File: config.mk
export PLATFORM = sky130hd
export DESIGN_NAME = object_motion_ctrl_flat
export DESIGN_NICKNAME = d
export VERILOG_FILES = /design/src/rtl/vga_game_pkg.sv /design/src/rtl/object_motion_ctrl_if.sv /design/src/rtl/switch_debounce.sv /design/src/rtl/object_motion_ctrl.sv /design/src/flat_wrapper.sv
export SDC_FILE = /design/constraint.sdc
export NUM_CORES = 1
export LEC_CHECK = 0
export BUFFER_PORTS_ARGS = -buffer_cell sky130_fd_sc_hd__buf_4
export CAP_MARGIN = 5
export CORE_MARGIN = 5
export CORE_UTILIZATION = 50
export DETAILED_ROUTE_END_ITERATION = 8
export PLACE_DENSITY = 0.74
export SETUP_SLACK_MARGIN = 0.2
export SLEW_MARGIN = 20
export SYNTH_ARGS = -nofsm -noshare
export SYNTH_HDL_FRONTEND = slang
export SYNTH_SLANG_ARGS = --single-unit
File: constraint.sdc
create_clock -name CLK -period 5.5 [get_ports CLK]
set_clock_uncertainty 0.2 [all_clocks]
set_input_delay 0.275 -clock CLK [delete_from_list [all_inputs] [get_ports CLK]]
set_output_delay 0.275 -clock CLK [all_outputs]
set_load 0.03 [all_outputs]
File: src/rtl/vga_game_pkg.sv
`default_nettype none
// ============================================================================
//  Module      : vga_game_pkg
//  Description : Screen geometry, object limits, motion FSM encoding and the
//                clamped axis-step helper for the VGA game.
//  Revision    : 1.0  initial release
// ============================================================================
package vga_game_pkg;

  localparam int H_ACTIVE = 640;
  localparam int V_ACTIVE = 480;
  localparam int BORDER   = 10;
  localparam int OBJ_SIZE = 30;

  localparam int X_MIN_DEF = BORDER;
  localparam int X_MAX_DEF = H_ACTIVE - BORDER - OBJ_SIZE;
  localparam int Y_MIN_DEF = BORDER;
  localparam int Y_MAX_DEF = V_ACTIVE - BORDER - OBJ_SIZE;

  localparam int POS_W  = 10;
  localparam int CALC_W = 11;

  localparam logic [0:0] ST_WAIT  = 1'b0;
  localparam logic [0:0] ST_APPLY = 1'b1;

  // at_edge bit positions: {left, right, top, bottom}
  localparam int EDGE_LEFT   = 3;
  localparam int EDGE_RIGHT  = 2;
  localparam int EDGE_TOP    = 1;
  localparam int EDGE_BOTTOM = 0;

  typedef enum logic [1:0] {
    AXIS_HOLD = 2'd0,
    AXIS_DEC  = 2'd1,
    AXIS_INC  = 2'd2
  } axis_cmd_e;

  function automatic axis_cmd_e axis_cmd(input logic dec_pressed, input logic inc_pressed);
    axis_cmd_e cmd;
    cmd = AXIS_HOLD;
    if (dec_pressed && !inc_pressed) cmd = AXIS_DEC;
    if (inc_pressed && !dec_pressed) cmd = AXIS_INC;
    return cmd;
  endfunction

  // One extra bit of headroom keeps pos+step and min+step from wrapping.
  function automatic logic [POS_W-1:0] axis_step(
    input logic [POS_W-1:0]  pos,
    input axis_cmd_e         cmd,
    input logic [CALC_W-1:0] step,
    input logic [CALC_W-1:0] lo,
    input logic [CALC_W-1:0] hi
  );
    logic [CALC_W-1:0] pos_ext;
    logic [CALC_W-1:0] res;
    pos_ext = {1'b0, pos};
    res     = pos_ext;
    case (cmd)
      AXIS_DEC: res = (pos_ext >= lo + step) ? pos_ext - step : lo;
      AXIS_INC: res = (pos_ext + step <= hi) ? pos_ext + step : hi;
      default:  res = pos_ext;
    endcase
    return res[POS_W-1:0];
  endfunction

endpackage
`default_nettype wire

File: src/rtl/object_motion_ctrl_if.sv
`default_nettype none
// ============================================================================
//  Module      : object_motion_ctrl_if
//  Description : Switch / vsync inputs and object position outputs.
//  Revision    : 1.0  initial release
// ============================================================================
interface object_motion_ctrl_if;
  import vga_game_pkg::*;

  logic             up_switch;
  logic             dn_switch;
  logic             left_switch;
  logic             right_switch;
  logic             VS;
  logic [POS_W-1:0] o_x;
  logic [POS_W-1:0] o_y;
  logic             moving;
  logic [3:0]       at_edge;

  modport master (
    output up_switch, dn_switch, left_switch, right_switch, VS,
    input  o_x, o_y, moving, at_edge
  );

  modport slave (
    input  up_switch, dn_switch, left_switch, right_switch, VS,
    output o_x, o_y, moving, at_edge
  );

endinterface
`default_nettype wire

File: src/rtl/switch_debounce.sv
`default_nettype none
// ============================================================================
//  Module      : switch_debounce
//  Description : 2-flop synchronizer plus stable-count debouncer, idle high.
//  Revision    : 1.0  initial release
// ============================================================================
module switch_debounce #(
  parameter int DEB_CYCLES = 50000
) (
  input  wire logic CLK,
  input  wire logic RST,
  input  wire logic i_sw,
  output logic      o_sw_deb
);

  localparam int             CNT_W      = (DEB_CYCLES > 1) ? $clog2(DEB_CYCLES) : 1;
  localparam logic [CNT_W-1:0] c_cnt_last = CNT_W'(DEB_CYCLES - 1);
  localparam logic [CNT_W-1:0] c_cnt_one  = CNT_W'(1);

  logic             r_sync1;
  logic             r_sync2;
  logic             r_deb;
  logic [CNT_W-1:0] r_cnt;

  always_ff @(posedge CLK) begin
    if (RST) begin
      r_sync1 <= 1'b1;
      r_sync2 <= 1'b1;
      r_deb   <= 1'b1;
      r_cnt   <= '0;
    end else begin
      r_sync1 <= i_sw;
      r_sync2 <= r_sync1;
      // The counter only survives an unbroken run of disagreeing samples.
      if (r_sync2 == r_deb) begin
        r_cnt <= '0;
      end else if (r_cnt == c_cnt_last) begin
        r_deb <= r_sync2;
        r_cnt <= '0;
      end else begin
        r_cnt <= r_cnt + c_cnt_one;
      end
    end
  end

  assign o_sw_deb = r_deb;

endmodule
`default_nettype wire

File: src/rtl/object_motion_ctrl.sv
`default_nettype none
// ============================================================================
//  Module      : object_motion_ctrl
//  Description : Debounced switch driven object motion, one clamped step per
//                FRAME_DIV vsync falling edges, applied during vertical blank.
//  Revision    : 1.0  initial release
// ============================================================================
module object_motion_ctrl
  import vga_game_pkg::*;
#(
  parameter int DEB_CYCLES = 50000,
  parameter int FRAME_DIV  = 1,
  parameter int STEP       = 1,
  parameter int X_MIN      = X_MIN_DEF,
  parameter int X_MAX      = X_MAX_DEF,
  parameter int Y_MIN      = Y_MIN_DEF,
  parameter int Y_MAX      = Y_MAX_DEF,
  parameter int X_INIT     = 320,
  parameter int Y_INIT     = 240
) (
  input  wire logic           CLK,
  input  wire logic           RST,
  object_motion_ctrl_if.slave bus
);

  localparam int SW_UP    = 3;
  localparam int SW_DN    = 2;
  localparam int SW_LEFT  = 1;
  localparam int SW_RIGHT = 0;

  localparam logic [CALC_W-1:0] c_step   = CALC_W'(STEP);
  localparam logic [CALC_W-1:0] c_x_min  = CALC_W'(X_MIN);
  localparam logic [CALC_W-1:0] c_x_max  = CALC_W'(X_MAX);
  localparam logic [CALC_W-1:0] c_y_min  = CALC_W'(Y_MIN);
  localparam logic [CALC_W-1:0] c_y_max  = CALC_W'(Y_MAX);
  localparam logic [POS_W-1:0]  c_x_init = POS_W'(X_INIT);
  localparam logic [POS_W-1:0]  c_y_init = POS_W'(Y_INIT);
  localparam logic [7:0]        c_div_last = 8'(FRAME_DIV - 1);

  logic [3:0]       w_raw;
  logic [3:0]       w_deb;
  logic [3:0]       w_press;
  logic             w_tick;
  logic [POS_W-1:0] w_x_next;
  logic [POS_W-1:0] w_y_next;

  logic             r_vs_q;
  logic [0:0]       r_state;
  logic [7:0]       r_frame_cnt;
  logic [POS_W-1:0] r_x;
  logic [POS_W-1:0] r_y;
  logic             r_moving;

  assign w_raw = {bus.up_switch, bus.dn_switch, bus.left_switch, bus.right_switch};

  generate
    for (genvar gi = 0; gi < 4; gi++) begin : g_deb
      switch_debounce #(
        .DEB_CYCLES (DEB_CYCLES)
      ) u_deb (
        .CLK      (CLK),
        .RST      (RST),
        .i_sw     (w_raw[gi]),
        .o_sw_deb (w_deb[gi])
      );
    end
  endgenerate

  assign w_press = ~w_deb;
  assign w_tick  = r_vs_q & ~bus.VS;

  assign w_x_next = axis_step(r_x, axis_cmd(w_press[SW_LEFT], w_press[SW_RIGHT]),
                              c_step, c_x_min, c_x_max);
  assign w_y_next = axis_step(r_y, axis_cmd(w_press[SW_UP], w_press[SW_DN]),
                              c_step, c_y_min, c_y_max);

  always_ff @(posedge CLK) begin
    if (RST) begin
      r_vs_q      <= 1'b1;
      r_state     <= ST_WAIT;
      r_frame_cnt <= '0;
      r_x         <= c_x_init;
      r_y         <= c_y_init;
      r_moving    <= 1'b0;
    end else begin
      r_vs_q   <= bus.VS;
      r_moving <= 1'b0;
      case (r_state)
        ST_WAIT: begin
          if (w_tick) begin
            if (r_frame_cnt == c_div_last) begin
              r_frame_cnt <= '0;
              r_state     <= ST_APPLY;
            end else begin
              r_frame_cnt <= r_frame_cnt + 8'd1;
            end
          end
        end
        ST_APPLY: begin
          r_x      <= w_x_next;
          r_y      <= w_y_next;
          r_moving <= (w_x_next != r_x) || (w_y_next != r_y);
          r_state  <= ST_WAIT;
        end
        default: r_state <= ST_WAIT;
      endcase
    end
  end

  assign bus.o_x    = r_x;
  assign bus.o_y    = r_y;
  assign bus.moving = r_moving;

  assign bus.at_edge[EDGE_LEFT]   = ({1'b0, r_x} == c_x_min);
  assign bus.at_edge[EDGE_RIGHT]  = ({1'b0, r_x} == c_x_max);
  assign bus.at_edge[EDGE_TOP]    = ({1'b0, r_y} == c_y_min);
  assign bus.at_edge[EDGE_BOTTOM] = ({1'b0, r_y} == c_y_max);

endmodule
`default_nettype wire

File: src/flat_wrapper.sv
// flat-port wrapper written by rule: the top's interface ports become plain ports
module object_motion_ctrl_flat import vga_game_pkg::*;
#(
  parameter int DEB_CYCLES = 50000,
  parameter int FRAME_DIV  = 1,
  parameter int STEP       = 1,
  parameter int X_MIN      = X_MIN_DEF,
  parameter int X_MAX      = X_MAX_DEF,
  parameter int Y_MIN      = Y_MIN_DEF,
  parameter int Y_MAX      = Y_MAX_DEF,
  parameter int X_INIT     = 320,
  parameter int Y_INIT     = 240
)
  (CLK, RST, bus_up_switch, bus_dn_switch, bus_left_switch, bus_right_switch, bus_VS, bus_o_x, bus_o_y, bus_moving, bus_at_edge);
  object_motion_ctrl_if bus_i ();
  input  wire logic CLK;
  input  wire logic RST;
  input wire logic [$bits(bus_i.up_switch)-1:0] bus_up_switch;
  input wire logic [$bits(bus_i.dn_switch)-1:0] bus_dn_switch;
  input wire logic [$bits(bus_i.left_switch)-1:0] bus_left_switch;
  input wire logic [$bits(bus_i.right_switch)-1:0] bus_right_switch;
  input wire logic [$bits(bus_i.VS)-1:0] bus_VS;
  output wire logic [$bits(bus_i.o_x)-1:0] bus_o_x;
  output wire logic [$bits(bus_i.o_y)-1:0] bus_o_y;
  output wire logic [$bits(bus_i.moving)-1:0] bus_moving;
  output wire logic [$bits(bus_i.at_edge)-1:0] bus_at_edge;
  assign bus_i.up_switch = bus_up_switch;
  assign bus_i.dn_switch = bus_dn_switch;
  assign bus_i.left_switch = bus_left_switch;
  assign bus_i.right_switch = bus_right_switch;
  assign bus_i.VS = bus_VS;
  assign bus_o_x = bus_i.o_x;
  assign bus_o_y = bus_i.o_y;
  assign bus_moving = bus_i.moving;
  assign bus_at_edge = bus_i.at_edge;
  object_motion_ctrl #(.DEB_CYCLES(DEB_CYCLES), .FRAME_DIV(FRAME_DIV), .STEP(STEP), .X_MIN(X_MIN), .X_MAX(X_MAX), .Y_MIN(Y_MIN), .Y_MAX(Y_MAX), .X_INIT(X_INIT), .Y_INIT(Y_INIT)) u_core (.CLK(CLK), .RST(RST), .bus(bus_i));
endmodule
Word-level counts from Yosys, hierarchy flattened
Index checks and enable logic that the tools add are counted.
- bits in registers: 107
- logic and storage cells: 95
- input bits: 7
- output and inout bits: 25
- bitwise gates (word level): 8
- eq/ne operators: 18
- reductions and logical operators: 20
- add/subtract/negate cells: 9
- $lt $le $gt $ge: 4
- mux-type cells: 14
- operators by type and width (cell ; number):
    16-bit by 1-bit adder with 16-bit output, second input constant ; 4
    16-bit == test, second input constant ; 4
    10-bit 2-to-1 mux ; 4
    10-bit one-hot mux with 2 select lines ; 2
    10-bit by 1-bit adder with 11-bit output, second input constant ; 2
    10-bit by 4-bit == test with 1-bit output, second input constant ; 2
    10-bit by 4-bit greater-or-equal comparator with 1-bit output, second input constant ; 2
    10-bit != test ; 2
    10-bit by 1-bit subtractor with 10-bit output, second input constant ; 2
    3-bit OR reduction ; 4
    11-bit by 10-bit less-or-equal comparator with 1-bit output, second input constant ; 1
    11-bit by 9-bit less-or-equal comparator with 1-bit output, second input constant ; 1
    10-bit == test, second input constant ; 1
    10-bit by 9-bit == test with 1-bit output, second input constant ; 1
    2-bit AND reduction ; 5
    8-bit by 1-bit adder with 8-bit output, second input constant ; 1
    8-bit logical NOT ; 1
    8-bit 2-to-1 mux ; 1
    1-bit inverter ; 6
    1-bit == test ; 4
    2-bit by 1-bit == test with 1-bit output, second input constant ; 2
    2-bit == test, second input constant ; 2
    1-bit logical AND ; 4
    1-bit logical NOT ; 4
    other kinds (7) ; 11

Longest topological paths before layout
Gate-level depths: netlist of the first run.
- word-level depth: 9
- depth in mapped cells: 11
- gate-level depth less buffers: 10

By module
Synthesis of the first run repeated with hierarchy kept, for this count alone.
- cell total of the unflattened synthesis: 805
- area, all modules: 6444.9 sq um
- modules (own cells, without submodules) (module ; cells an instance ; area each (sq um) ; instances ; sequential area each (sq um)):
    switch_debounce ; 88 ; 807.0 ; 4 ; 380.4
    object_motion_ctrl ; 453 ; 3216.8 ; 1 ; 620.6

Worst setup path after synthesis of the first run
Ideal clock, no wire load.
- kind: register to register
- start point: register u_core.r_x[1] (netlist: u_core.bus.o_x[1])
- end point: register u_core.r_moving (netlist: u_core.bus.moving)
- data arrival time: 2.629 ns
- clock period less this slack: 2.959 ns
- required time: 5.171 ns
- cell stages (with the launch flop): 11
- slack: 2.541 ns
- path buffers: 0
- setup time: 0.129 ns
- path through: dfxtp_1 > inv_1 > ha_1 > or3b_1 > or3_1 > a221oi_1 > o22a_1 > xnor2_1 > o2111ai_1 > o31ai_1 > a31oi_1
- cells in the longest elaborated chain, start to end: 6
- elaborated cells between the ends (all ways): 9
- those cells by class: add/sub (2); order compare (2); eq/ne (1); mux (3); reduce/logical (1)
- ends and longest elaborated chain (element ; RTL line ; RTL):
    start: declaration ; object_motion_ctrl.sv:50 ; logic [POS_W-1:0] r_x;
    start signal: assignment ; object_motion_ctrl.sv:82 ; r_x <= c_x_init;
    start signal: assignment ; object_motion_ctrl.sv:100 ; r_x <= w_x_next;
    10-bit by 1-bit adder with 11-bit output ; vga_game_pkg.sv:60 ; AXIS_INC: res = (pos_ext + step <= hi) ? pos_ext + step : hi;
    11-bit by 10-bit less-or-equal comparator with 1-bit output ; vga_game_pkg.sv:60 ;
    10-bit 2-to-1 mux ; vga_game_pkg.sv:60 ;
    10-bit one-hot mux with 2 select lines ; vga_game_pkg.sv:58 ; case (cmd)
    10-bit != test (*) ; object_motion_ctrl.sv:102 ; r_moving <= (w_x_next != r_x) || (w_y_next != r_y);
    1-bit logical OR (*) ; object_motion_ctrl.sv:102 ;
    end signal: assignment ; object_motion_ctrl.sv:102 ;
    end: declaration ; object_motion_ctrl.sv:52 ; logic r_moving;
Every way passes the cells marked *; elsewhere a longest branch is shown, timed or not.
A chain may end at the register's enable or synchronous reset.

Final worst setup path of the first run
Ends and elaborated chain as after synthesis.

==> results of run 1 <==
-- routing by layer --
| metal | wire length, µm | global-route usage |
|---|---|---|
| met5 | 0 | 0 |
| met4 | 367 | 0.0763 |
| met3 | 1170 | 0.0548 |
| met2 | 6780 | 0.329 |
| met1 | 7080 | 0.288 |
-- cell type report --
type                    instances  area, µm²
fillers                      1188       5620
multi-input cells             621       3860
flip-flops and latches        107       2140
repair buffers                 36        283
clock buffers                  10        229
well taps                     172        215
inverters                      35        131
clock inverters                 5       40.0
-- flip-flops by register name (all words and copies together) (netlist names), 4 cells and up --
| register | cells |
|---|---|
| u_core.g_deb.u_deb.r_cnt | 64 |
| u_core.g_deb.u_deb.r_sync2 | 4 |
| u_core.g_deb.u_deb.r_sync1 | 4 |
| u_core.r_frame_cnt | 8 |
| u_core.g_deb.u_deb.o_sw_deb | 4 |
| u_core.bus.o_y | 10 |
| u_core.bus.o_x | 10 |
-- power by group through the flow --
| stage | clock (µW) | combinational (µW) | sequential [µW] |
|---|---|---|---|
| after global placement | 0 | 26.0 | 803 |
| after floorplan | 0 | 19.7 | 800 |
| after global routing | 655 | 33.3 | 785 |
| after detailed placement | 0 | 26.2 | 803 |
| after CTS | 628 | 29.0 | 784 |
| final | 605 | 28.7 | 785 |
-- worst max-delay path: cells and delay by family, from the launching register on --
kind                       cells  cell delay [ns]
and+or+nand+nor                2             0.59
adders and majority gates      1             0.45
AOI/OAI and AO/OA              6             1.56
DFF                            1             0.56
-- metrics by stage --
step,instance area [µm²],util,power (µW)
after global placement,6580,0.526,829
after detailed placement,6580,0.526,829
after global routing,6900,0.551,1470
final,6900,0.551,1420
after floorplan,6350,-,820
after CTS,6900,0.551,1440
-- worst max path at each step --
| stage | from | to | slack (ns) | depth (start not counted) |
|---|---|---|---|---|
| 6_report | u_core.bus.o_x[1] | u_core.bus.moving | 2.01 | 9 |
| 5_1_grt | u_core.bus.o_x[1] | u_core.bus.moving | 1.75 | 9 |
| 4_1_cts | u_core.bus.o_x[0] | u_core.bus.moving | 2.09 | 9 |
| 3_5_place_dp | u_core.bus.o_x[0] | u_core.bus.moving | 2.10 | 9 |
| 3_3_place_gp | u_core.bus.o_y[1] | u_core.bus.moving | 2.25 | 9 |
| 2_1_floorplan | u_core.bus.o_x[1] | u_core.bus.moving | 2.54 | 10 |
-- cell usage in the layout, fill, tap and decap left out, types with 10 or more instances in the layout --
master,synthesis,routed
nand3_1,38,38
nand4_1,12,12
nand2_1,66,66
nor2_1,117,117
inv_1,34,34
nor3_1,18,18
o211ai_1,11,11
o21ai_0,29,29
a211oi_1,10,10
dfxtp_1,107,107
nor4_1,10,10
and3_1,32,32
buf_4,0,31
xnor2_1,35,35
ha_1,20,20
xor2_1,35,35
or2_2,13,13
a21oi_1,44,44
-- timing repair --
| action | CTS | global route |
|---|---|---|
| endpoints found under the setup margin | 0 | 0 |
| hold buffers | 5 | 0 |
| endpoints found under the hold margin | 5 | 0 |
-- kinds of logic (layout without fill, tap and decap cells) --
family / count (synthesis) / count (layout)
xor gates and xnor gates: 70 / 70
and+or+nand+nor: 357 / 357
AOI/OAI and AO/OA: 171 / 171
buffers and inverters: 82 / 86
adders and majority gates: 20 / 20
DFF: 107 / 107
muxes: 3 / 3
==> results_dict.tcl, run 1 <==
set metrics [dict create \
    status "completed" \
    clock_latency_ns 0.35 \
    ff2ff_path_depth 9 \
    rsz0062_at_grt "no" \
    synth.most_common_cell "nor2_1" \
    worstPathCellList "ha_1 > o21ai_1 > a31oi_2 > a21oi_1 > nor4_1 > o2111ai_1 > a2111oi_1 > nor4b_2 > a31oi_1" \
    dp_slack_ns 2.10 \
    synth-xor-area-share 0.0966 \
    worstMarginPinSlew_ns 0.941 \
    yosys-mux-area-fraction 0.00473 \
    hp-start "RST" \
    coreArea_um2 12500 \
    row_count 41 \
    ir_worst_vdd_v 0.000201 \
    seq_power_share 0.553 \
    fin_setup_tns_ns 0 \
    cap_violations 0 \
    grt_overflow 0 \
    fin_cells 986 \
    dp.final_hpwl_um 10700 \
    dieArea_um2 15000 \
    synth_commonest_cells "117 x nor2_1, 107 x dfxtp_1, 66 x nand2_1" \
    antenna_found_initial 0 \
    endpoint_kind "flip-flop" \
    synth_area_um2 6350 \
    p_sw_uw 317 \
    viasPerCell 5.88 \
    path_class "reg -> reg" \
    setup_slack_ns 2.01 \
    yosys.area_share.adder 0.0394 \
    gp_congestion 0.978 \
    synth_edf_count 0 \
    post-cts-setup-buffers 0 \
    hold_slack_ns 0.115 \
    synth_top_cell_by_area "dfxtp_1" \
    power.leakage_uw 0.00247 \
    min_to "u_core.r_frame_cnt[1]" \
    slew_headroom 0.370 \
    die_width_um 123 \
    die_h_um 123 \
    synth.distinct_cells 80 \
    synthTopCellsByArea "dfxtp_1 34%, nor2_1 6.9%, xnor2_1 4.8%" \
    required_ns 5.52 \
    ant_nets 0 \
    cts_tree "done" \
    p_comb_frac 0.020 \
    reg2reg_from "u_core.bus.o_x[1]" \
    h-tree-depth 3 \
    cts_inserted_buffers 9 \
    ys_seq_area_frac 0.338 \
    r2r_slack_ns 2.01 \
    synth_top_family_by_area "simple AND/OR/NAND/NOR gates" \
    crit_fanout 11 \
    powerDensity_nw_per_um2 205 \
    sw_frac_of_total 0.224 \
    syn_inst 810 \
    grt_pass1_wl_um 26200 \
    synth_nets 837 \
    fmax_mhz 287 \
    critical_path_arrival_ns 3.51 \
    root_buffer "clkbuf_16" \
    ys_async_sr_fraction 0 \
    cts.reportedPaths.clkPinSlew_ns 0.07 \
    maxSlewViolCount 0 \
    track_usage 0.213 \
    start_util 0.507 \
    clock_path_buffers 2 \
    whs_path_depth 2 \
    ios 32 \
    grt_max_degree 29 \
    holdCritPathClass "in -> reg" \
    areaGrowthSynthToFinish_pct 8.75 \
    slowest_stage "dfxtp_1" \
    finalCriticalPeriod_ns 3.49 \
    drc 0 \
    synth-simple-area-share 0.282 \
    drt_iter0_drc 537 \
    intPower_uw 1100 \
    diodes 0 \
    synth_top_area_frac 0.338 \
    nNetsFinal 837 \
    wire_per_inst_um 15.6 \
    synth-main-ff-cell "dfxtp_1" \
    yosys_register_bits 107 \
    synth_compound_area_frac 0.186 \
    p_clk_frac 0.426 \
    routed_wl_um 15400 \
    grt_pass1_vias 5389 \
    vias 5797 \
    dp_cells 966 \
    drt_first_pass_iters 5 \
    port_buffers 31 \
    hold_viol 0 \
    clock_sinks 107 \
    yosysWarnings 0 \
    cts-resized-gates 0 \
    period_share 0.634 \
    syn_area_per_cell_um2 7.83 \
    r2r-end "u_core.bus.moving" \
    setup_viol 0 \
    startpoint_type "flip-flop" \
    cpPeakStageDelay_ns 0.56 \
    drive_above_1_share 0.0860 \
]
Note: power is estimated with default switching activity, not from simulation.
==> run 2: changes to the inputs <==
--- a/config.mk
+++ b/config.mk
@@ -10,7 +10,7 @@
 export CORE_MARGIN = 5
 export CORE_UTILIZATION = 50
 export DETAILED_ROUTE_END_ITERATION = 8
-export PLACE_DENSITY = 0.74
+export PLACE_DENSITY = 0.77
 export SETUP_SLACK_MARGIN = 0.2
 export SLEW_MARGIN = 20
 export SYNTH_ARGS = -nofsm -noshare
==> constraint.sdc (replaced) <==
create_clock -name CLK -period 3.05 [get_ports CLK]
set_clock_uncertainty 0.2 [all_clocks]
set_input_delay 0.1525 -clock CLK [delete_from_list [all_inputs] [get_ports CLK]]
set_output_delay 0.1525 -clock CLK [all_outputs]
set_load 0.03 [all_outputs]
==> results_dict.tcl, run 2 (synthesis gave the netlist of run 1 again) <==
set metrics [dict create \
    grt_overflow 0 \
    path_class "reg -> reg" \
    grt_pass1_wl_um 26400 \
    nNetsFinal 887 \
    fmax_mhz 351 \
    die_width_um 123 \
    drive_above_1_share 0.178 \
    reg2reg_from "u_core.bus.o_x[0]" \
    seq_power_share 0.527 \
    row_count 41 \
    period_share 0.935 \
    worstPathCellList "ha_2 > buf_4 > and3_1 > nor3_2 > o221ai_1 > o22a_1 > xnor2_1 > o2111ai_1 > o31ai_2 > a31oi_1" \
    clock_sinks 107 \
    grt_pass1_vias 5624 \
    viasPerCell 5.88 \
    ir_worst_vdd_v 0.000395 \
    maxSlewViolCount 0 \
    dp_cells 1007 \
    cts_inserted_buffers 9 \
    crit_fanout 7 \
    hold_viol 0 \
    setup_viol 0 \
    hp-start "u_core.g_deb[1].u_deb.r_sync1" \
    status "completed" \
    largest_reg_flops 64 \
    finalCriticalPeriod_ns 2.85 \
    final_common_cell "nor2_1" \
    mostFrequentLayoutCells "116 x nor2_1, 99 x dfxtp_1, 80 x buf_4" \
    p_comb_frac 0.020 \
    setup.worst_path.start "u_core.bus.o_x[0]" \
    drc 0 \
    areaGrowthSynthToFinish_pct 17.4 \
    endpoint_kind "flip-flop" \
    clock_path_buffers 2 \
    wire_per_inst_um 15.5 \
    ant_nets 0 \
    cpPeakStageDelay_ns 0.37 \
    slowest_stage "dfxtp_4" \
    gp_congestion 1.01 \
    grt_max_degree 29 \
    cts_tree "done" \
    diodes 0 \
    rsz0062_at_grt "yes" \
    h-tree-depth 3 \
    slew_headroom 0.489 \
    track_usage 0.216 \
    dieArea_um2 15000 \
    ios 32 \
    start_util 0.507 \
    cap_violations 0 \
    required_ns 3.09 \
    dp.final_hpwl_um 11300 \
    fin_cells 1037 \
    p_sw_uw 582 \
    clock_latency_ns 0.35 \
    die_h_um 123 \
    startpoint_type "flip-flop" \
    holdCritPathClass "reg -> reg" \
    fin_setup_tns_ns 0 \
    drt_iter0_drc 685 \
    routed_wl_um 16000 \
    antenna_found_initial 0 \
    power.leakage_uw 0.00274 \
    port_buffers 31 \
    worstMarginPinSlew_ns 0.764 \
    powerDensity_nw_per_um2 360 \
    p_clk_frac 0.453 \
    coreArea_um2 12500 \
    vias 6096 \
    intPower_uw 2100 \
    drt_first_pass_iters 6 \
    cts.reportedPaths.clkPinSlew_ns 0.08 \
    power.total_uw 2680 \
    sw_frac_of_total 0.217 \
    critical_path_arrival_ns 2.89 \
    regMostFlops "u_core.g_deb.u_deb.r_cnt" \
    root_buffer "clkbuf_16" \
]
-- run 2: cell count changes in the layout (fill, tap and decap cells not counted), sizes merged --
cell         before  now
clkinvlp          0    1
inv              35   37
clkinv            5    2
bufinv            0    1
dlygate4sd3       5    6
buf              31   80
-- run 2: area by class of cell --
class,count,area [µm²]
fillers,1173,5060
multi-input cells,621,3970
flip-flops and latches,107,2160
repair buffers,86,661
clock buffers,10,239
well taps,172,215
inverters,35,140
clock inverters,6,70.1
-- run 2: worst paths after layout --
| path | to | slack, ns | depth (start not counted) |
|---|---|---|---|
| setup / recovery | u_core.bus.moving | 0.20 | 10 |
| hold / removal | u_core.g_deb[1].u_deb.r_sync2 | 0.21 | 1 |
| setup reg to reg | u_core.bus.moving | 0.20 | 10 |
| hold reg to reg | u_core.g_deb[1].u_deb.r_sync2 | 0.21 | 1 |
-- run 2: timing repair --
action,CTS,global route
hold buffers,6,0
gates resized for setup,8,28
gates cloned,0,0
buffers inserted,2,6
pin swaps,2,5
endpoints found under the hold margin,10,0
setup endpoints to repair,1,6
-- run 2: per-stage QoR --
step,instance area (µm²),setup WS [ns],hold slack (ns),util
finish,7450,0.200,0.209,0.595
global route,7450,0.114,0.226,0.595
CTS,7300,0.209,0.211,0.583
detailed placement,6890,0.0996,0.141,0.551
global placement,6890,0.0539,0.138,0.551
floorplan,6350,0.251,0.0563,-
-- run 2: routing by layer --
| layer | GRT usage | vias up | share of wire | routed length [µm] |
|---|---|---|---|---|
| li1 | - | 2979 | - | - |
| met1 | 0.275 | 2752 | 0.43 | 6940 |
| met2 | 0.338 | 296 | 0.45 | 7160 |
| met3 | 0.0548 | 69 | 0.080 | 1290 |
| met4 | 0.108 | 0 | 0.041 | 650 |
| met5 | 0 | - | 0 | 0 |
-- run 2: power by group through the flow --
| stage | clock network, µW | logic [µW] | registers [µW] |
|---|---|---|---|
| final | 1210 | 53.6 | 1410 |
| after global routing | 1300 | 59.7 | 1410 |
| after CTS | 1240 | 53.8 | 1410 |
| after detailed placement | 0 | 47.4 | 1450 |
| after global placement | 0 | 46.8 | 1450 |
| after floorplan | 0 | 35.5 | 1440 |
-- run 2: critical path, delay by kind of cell (launching register included) --
family	cells	cell delay, ns
fa+ha+maj	1	0.24
simple gates	2	0.59
buf+inv	1	0.16
xor+xnor	1	0.16
flops	1	0.37
compound gates	5	1.01
